[config.mk]
export PLATFORM = sky130hd
export DESIGN_NAME = bram_fc_engine
export DESIGN_NICKNAME = d
export VERILOG_FILES = /design/src/rtl/bram_fc_engine.sv
export SDC_FILE = /design/constraint.sdc
export NUM_CORES = 2
export LEC_CHECK = 0
export ABC_AREA = 1
export BUFFER_PORTS_ARGS = -buffer_cell sky130_fd_sc_hd__buf_4
export CORE_MARGIN = 5
export CORE_UTILIZATION = 50
export CTS_BUF_LIST = sky130_fd_sc_hd__clkbuf_16
export DETAILED_ROUTE_END_ITERATION = 6
export PLACE_DENSITY = 0.69
export SLEW_MARGIN = 20
export SYNTH_ARGS = -nofsm -noshare
export SYNTH_HDL_FRONTEND = slang
export SYNTH_SLANG_ARGS = --single-unit
[constraint.sdc]
create_clock -name clk -period 17.7 [get_ports clk]
set_input_delay 0.885 -clock clk [delete_from_list [all_inputs] [get_ports clk]]
set_output_delay 0.885 -clock clk [all_outputs]
set_load 0.05 [all_outputs]
[src/rtl/bram_fc_engine.sv]
// bram_fc_engine: streams N words from node/weight BRAMs and runs NUM_LANE saturating MACs.
// Optional macro BRAM_FC_RELU_EN clamps negative signed results to zero at o_result only.
module bram_fc_engine #(
  parameter int NUM_LANE      = 8,
  parameter int IN_DATA_WIDTH = 8,
  parameter int ACC_WIDTH     = 32,
  parameter int ADDR_WIDTH    = 32,
  parameter int CNT_WIDTH     = 31,
  parameter int RD_LAT        = 1,
  parameter int ADDR_STEP     = 8
) (
  input  logic                              clk,
  input  logic                              reset_n,
  input  logic                              i_run,
  input  logic [CNT_WIDTH-1:0]              i_num_cnt,
  input  logic [ADDR_WIDTH-1:0]             i_base_addr,
  input  logic                              i_signed,
  output logic                              o_idle,
  output logic                              o_run,
  output logic                              o_drain,
  output logic                              o_done,
  output logic                              o_result_valid,
  output logic [NUM_LANE-1:0]               o_sat,
  output logic [ADDR_WIDTH-1:0]             addr_0,
  output logic [ADDR_WIDTH-1:0]             addr_1,
  output logic                              ce_0,
  output logic                              ce_1,
  output logic                              we_0,
  output logic                              we_1,
  output logic [NUM_LANE*IN_DATA_WIDTH-1:0] din_0,
  output logic [NUM_LANE*IN_DATA_WIDTH-1:0] din_1,
  input  logic [NUM_LANE*IN_DATA_WIDTH-1:0] dout_0,
  input  logic [NUM_LANE*IN_DATA_WIDTH-1:0] dout_1,
  output logic [NUM_LANE*ACC_WIDTH-1:0]     o_result
);
  localparam int W  = IN_DATA_WIDTH;
  localparam int DW = NUM_LANE * W;
  localparam int PW = 2 * W;
  localparam int EW = ACC_WIDTH + 1;

  typedef enum logic [1:0] {S_IDLE, S_RUN, S_DRAIN, S_DONE} state_e;

  state_e                             state_q, state_d;
  logic [CNT_WIDTH-1:0]               cnt_q, cnt_d;
  logic [ADDR_WIDTH-1:0]              addr_q, addr_d;
  logic                               signed_q, signed_d;
  logic [1:0]                         drain_q, drain_d;
  logic                               rv_q, rv_d;
  logic                               start;
  logic [RD_LAT-1:0]                  vld_sr_q;
  logic                               prod_vld_q;
  logic [NUM_LANE-1:0][PW-1:0]        prod_q, prod_d;
  logic [NUM_LANE-1:0][ACC_WIDTH-1:0] acc_q, acc_d;
  logic [NUM_LANE-1:0]                sat_q, sat_d;
  logic [PW-1:0]                      n_ext, w_ext;
  logic [EW-1:0]                      a_ext, p_ext, sum;
  logic                               ce;

  always_comb begin
    state_d  = state_q;
    cnt_d    = cnt_q;
    addr_d   = addr_q;
    signed_d = signed_q;
    drain_d  = drain_q;
    rv_d     = rv_q;
    start    = 1'b0;
    unique case (state_q)
      S_IDLE: if (i_run) begin
        start    = 1'b1;
        signed_d = i_signed;
        addr_d   = i_base_addr;
        cnt_d    = i_num_cnt;
        drain_d  = '0;
        rv_d     = (i_num_cnt == '0);
        state_d  = (i_num_cnt == '0) ? S_DONE : S_RUN;
      end
      S_RUN: begin
        addr_d = addr_q + ADDR_WIDTH'(ADDR_STEP);
        cnt_d  = cnt_q - CNT_WIDTH'(1);
        if (cnt_q == CNT_WIDTH'(1)) state_d = S_DRAIN;
      end
      // RD_LAT cycles for the last read plus one for the accumulate stage
      S_DRAIN: begin
        drain_d = drain_q + 2'd1;
        if (drain_q == 2'(RD_LAT)) begin
          state_d = S_DONE;
          rv_d    = 1'b1;
        end
      end
      S_DONE:  state_d = S_IDLE;
      default: state_d = S_IDLE;
    endcase
  end

  always_comb begin
    prod_d = '0;
    n_ext  = '0;
    w_ext  = '0;
    for (int unsigned i = 0; i < NUM_LANE; i++) begin
      n_ext = signed_q ? PW'($signed(dout_0[DW-1-i*W -: W])) : PW'(dout_0[DW-1-i*W -: W]);
      w_ext = signed_q ? PW'($signed(dout_1[DW-1-i*W -: W])) : PW'(dout_1[DW-1-i*W -: W]);
      prod_d[i] = n_ext * w_ext;
    end
  end

  // One guard bit: signed overflow shows as disagreeing top bits, unsigned as a carry out
  always_comb begin
    acc_d = acc_q;
    sat_d = sat_q;
    a_ext = '0;
    p_ext = '0;
    sum   = '0;
    if (start) begin
      acc_d = '0;
      sat_d = '0;
    end else if (prod_vld_q) begin
      for (int unsigned i = 0; i < NUM_LANE; i++) begin
        a_ext = signed_q ? EW'($signed(acc_q[i])) : EW'(acc_q[i]);
        p_ext = signed_q ? EW'($signed(prod_q[i])) : EW'(prod_q[i]);
        sum   = a_ext + p_ext;
        if (signed_q && (sum[EW-1] != sum[EW-2])) begin
          acc_d[i] = sum[EW-1] ? {1'b1, {(ACC_WIDTH-1){1'b0}}} : {1'b0, {(ACC_WIDTH-1){1'b1}}};
          sat_d[i] = 1'b1;
        end else if (!signed_q && sum[EW-1]) begin
          acc_d[i] = '1;
          sat_d[i] = 1'b1;
        end else begin
          acc_d[i] = sum[ACC_WIDTH-1:0];
        end
      end
    end
  end

  always_ff @(posedge clk) begin
    if (!reset_n) begin
      state_q    <= S_IDLE;
      cnt_q      <= '0;
      addr_q     <= '0;
      signed_q   <= 1'b0;
      drain_q    <= '0;
      rv_q       <= 1'b0;
      vld_sr_q   <= '0;
      prod_vld_q <= 1'b0;
      prod_q     <= '0;
      acc_q      <= '0;
      sat_q      <= '0;
    end else begin
      state_q    <= state_d;
      cnt_q      <= cnt_d;
      addr_q     <= addr_d;
      signed_q   <= signed_d;
      drain_q    <= drain_d;
      rv_q       <= rv_d;
      vld_sr_q   <= (vld_sr_q << 1) | RD_LAT'(ce);
      prod_vld_q <= vld_sr_q[RD_LAT-1] & ~start;
      prod_q     <= prod_d;
      acc_q      <= acc_d;
      sat_q      <= sat_d;
    end
  end

  assign ce             = (state_q == S_RUN);
  assign ce_0           = ce;
  assign ce_1           = ce;
  assign addr_0         = ce ? addr_q : '0;
  assign addr_1         = ce ? addr_q : '0;
  assign we_0           = 1'b0;
  assign we_1           = 1'b0;
  assign din_0          = '0;
  assign din_1          = '0;
  assign o_idle         = (state_q == S_IDLE);
  assign o_run          = (state_q == S_RUN);
  assign o_drain        = (state_q == S_DRAIN);
  assign o_done         = (state_q == S_DONE);
  assign o_result_valid = rv_q;
  assign o_sat          = sat_q;

  always_comb begin
    o_result = '0;
    for (int unsigned i = 0; i < NUM_LANE; i++) begin
      o_result[(NUM_LANE-i)*ACC_WIDTH-1 -: ACC_WIDTH] = acc_q[i];
`ifdef BRAM_FC_RELU_EN
      if (signed_q && acc_q[i][ACC_WIDTH-1]) o_result[(NUM_LANE-i)*ACC_WIDTH-1 -: ACC_WIDTH] = '0;
`endif
    end
  end

endmodule

==> metrics.txt <==
outcome=complete, no violations; share of cells above drive strength 1=approximately 6.7%; slew at the pin closest to its max-slew limit=around 1100 ps; Core ar.=0.133 mm²; Fin Setup TNS=0 ps; area grow syn2layout=9.98%; root buf cell=clkbuf_16; nets=12.0k; routed vias=63.3k; TritonCTS clock tree=done; Hold Buf Count CTS=0; CP endpoint kind=register; Die Y=between 300 and 400 µm; critical-path cell with the highest stage delay=buf_4; worst skew pair latency=~670 ps; WP data arrival=~6900 ps; CTS Buffer Depth=3; Mapped Area=~0.067 mm²; Final Critical Period=~6400 ps; CP max FO=47; DRT Wirelength=~200 mm; drt initial violations=4,310; most frequent cells in the layout=nand2_1 (2,740), inv_1 (2,292), nor2_1 (788); Design Area, Final=between 0.07 and 0.08 mm²; crit-path leading delay family=adder cells; final setup fails=0; leak pwr=roughly 42 nW; Fillers=approximately 13k; # resized after CTS=0; most common cell after layout, fill and taps aside=nand2_1; GP Congestion=0.971; max-cap violation count=0; Ys Warns=0; Routed Antenna Nets=0; fin crit share=a little over a third; Clock Skew=roughly 33 ps; DRT Pass-1 Iters=6; Place WS=between 10,000 and 15,000 ps; global route overflow=0; worst vdd ir=roughly 120 µV; DP Area=between 0.07 and 0.08 mm²; register area share after synthesis=between 10 and 15%; largest net degree at the start of global routing=about 160; synth unique cells=52; Clock H-tree levels=3; Syn Area/Cell=around 6.5 µm²; I/O pins=660; Critical Path RT=between 15,000 and 20,000 ps; CP Launch Type=register; Crit path largest cell delay=680 ps; setup bufs post-CTS=0; total clock buffers created by CTS=66; WP buf/inv=9; max-slew violations=0; first-pass GRT wire length=~320 mm; area occupied by registers=0.00927 mm²; number of synthesized flops with an enable pin=0; crit path kind=reg2reg; area of the multi-input gates=between 0.04 and 0.05 mm²; Top FF cell, synth=dfxtp_1; HP Class=reg2reg; Total Routing Usage GR=27.5%; ys async rst share=0%; fmax=around 160 MHz; vias per cell=slightly above 5; DRC violations left=0; antenna violations before repair=14; I/O Buffers=about 530; Final HPWL DP=approximately 160 mm; Hold Vio Cnt, Final=0; Rows=roughly 130; RSZ-0062 raised after global routing=no; Sink Count=between 400 and 500; Setup WS post-layout=about 11,000 ps; clock-pin transition on the worst setup and hold timing paths=approximately 50 ps; Initial Util=50.2%; Crit path top cell by count=inv_1; Seq cells post-synth=around 460; vias in the first global route=around 60k; Post-Synthesis Cells=10.3k; Power per Cell Area=between 100 and 150 mW/mm²; Max-slew headroom=25.9%; die area=between 0.1 and 0.15 mm²; Avg WL per Cell=16.1 µm; die width=between 300 and 400 µm
kinds of logic after synthesis:
logic type	share of synthesized area (%)
buf+inv	16.7
flops	13.9
xor+xnor	4.00
compound gates	9.89
other cells	0.00561
fa+ha+maj	29.7
simple gates	25.9
synthesized netlist by cell type, types with 42 or more instances:
cell type  count  area, µm²
a21oi_1      744       3720
buf_2         63        315
buf_4        165       1240
clkbuf_1     224        841
dfxtp_1      463       9270
fa_1         555      11100
ha_1         696       8710
inv_1       2289       8590
nand2_1     2741      10300
nand3_1      525       2630
nand4_1       81        507
nor2_1       788       2960
nor3_1        67        335
o21a_1        42        315
o21ai_0      255       1280
xnor2_1      183       1600
xor2_1       122       1070
report_power, final:
group	total (mW)	internal (mW)	switching (mW)
logic	4.64	1.70	2.95
clock network	1.41	0.847	0.566
registers	1.34	1.21	0.128
total	7.40	3.76	3.64
per-layer routing:
metal  vias to the layer above  global-route usage (%)  share of wire, %
met5                         -                       0             0.023
met3                       257                    4.23               6.6
li1                      31694                       -                 -
met2                      1837                    45.1                45
met4                         6                    7.25               2.3
met1                     29515                    38.0                46
through the flow:
stage	power, mW	utilization (%)	hold WS (ps)	cells
after floorplan	4.95	-	394	10426
after global placement	5.86	53.5	392	12266
after detailed placement	5.97	53.5	394	12266
after CTS	7.43	55.2	402	12383
after global routing	8.21	55.2	410	12386
final	7.40	55.2	399	12395
sequential cells by signal, summed over array words and instances, names as in the netlist:
| register | cells |
|---|---|
| o_result | 256 |
| prod_q | 128 |
| addr_q | 32 |
| cnt_q | 31 |
| o_sat | 8 |
| drain_q | 2 |
| state_q | 2 |
| o_result_valid | 1 |
| prod_vld_q | 1 |
| signed_q | 1 |
| vld_sr_q | 1 |
worst paths after layout:
check                           slack [ps]         end     start  depth (start not counted)
worst max register to register       11350  prod_q[46]  signed_q                         26
worst max-delay path                 11350  prod_q[46]  signed_q                         26
worst min register to register         400  prod_vld_q  vld_sr_q                          2
worst min-delay path                   400  prod_vld_q  vld_sr_q                          2
worst min-delay path, stage by stage (launching register included):
cell     delay [ps]
dfxtp_1         290
inv_1            40
nor2_1           30
layout make-up:
class	count	share of cell area (%)
timing repair buffer	558	5.72
clock inverter	49	0.741
multi-input combinational	7184	63.8
antenna	12	0.0409
tap	1768	3.01
sequential	463	12.6
clock buffer	68	2.32
inverter	2293	11.7
Power figures use the tool's default switching activity.
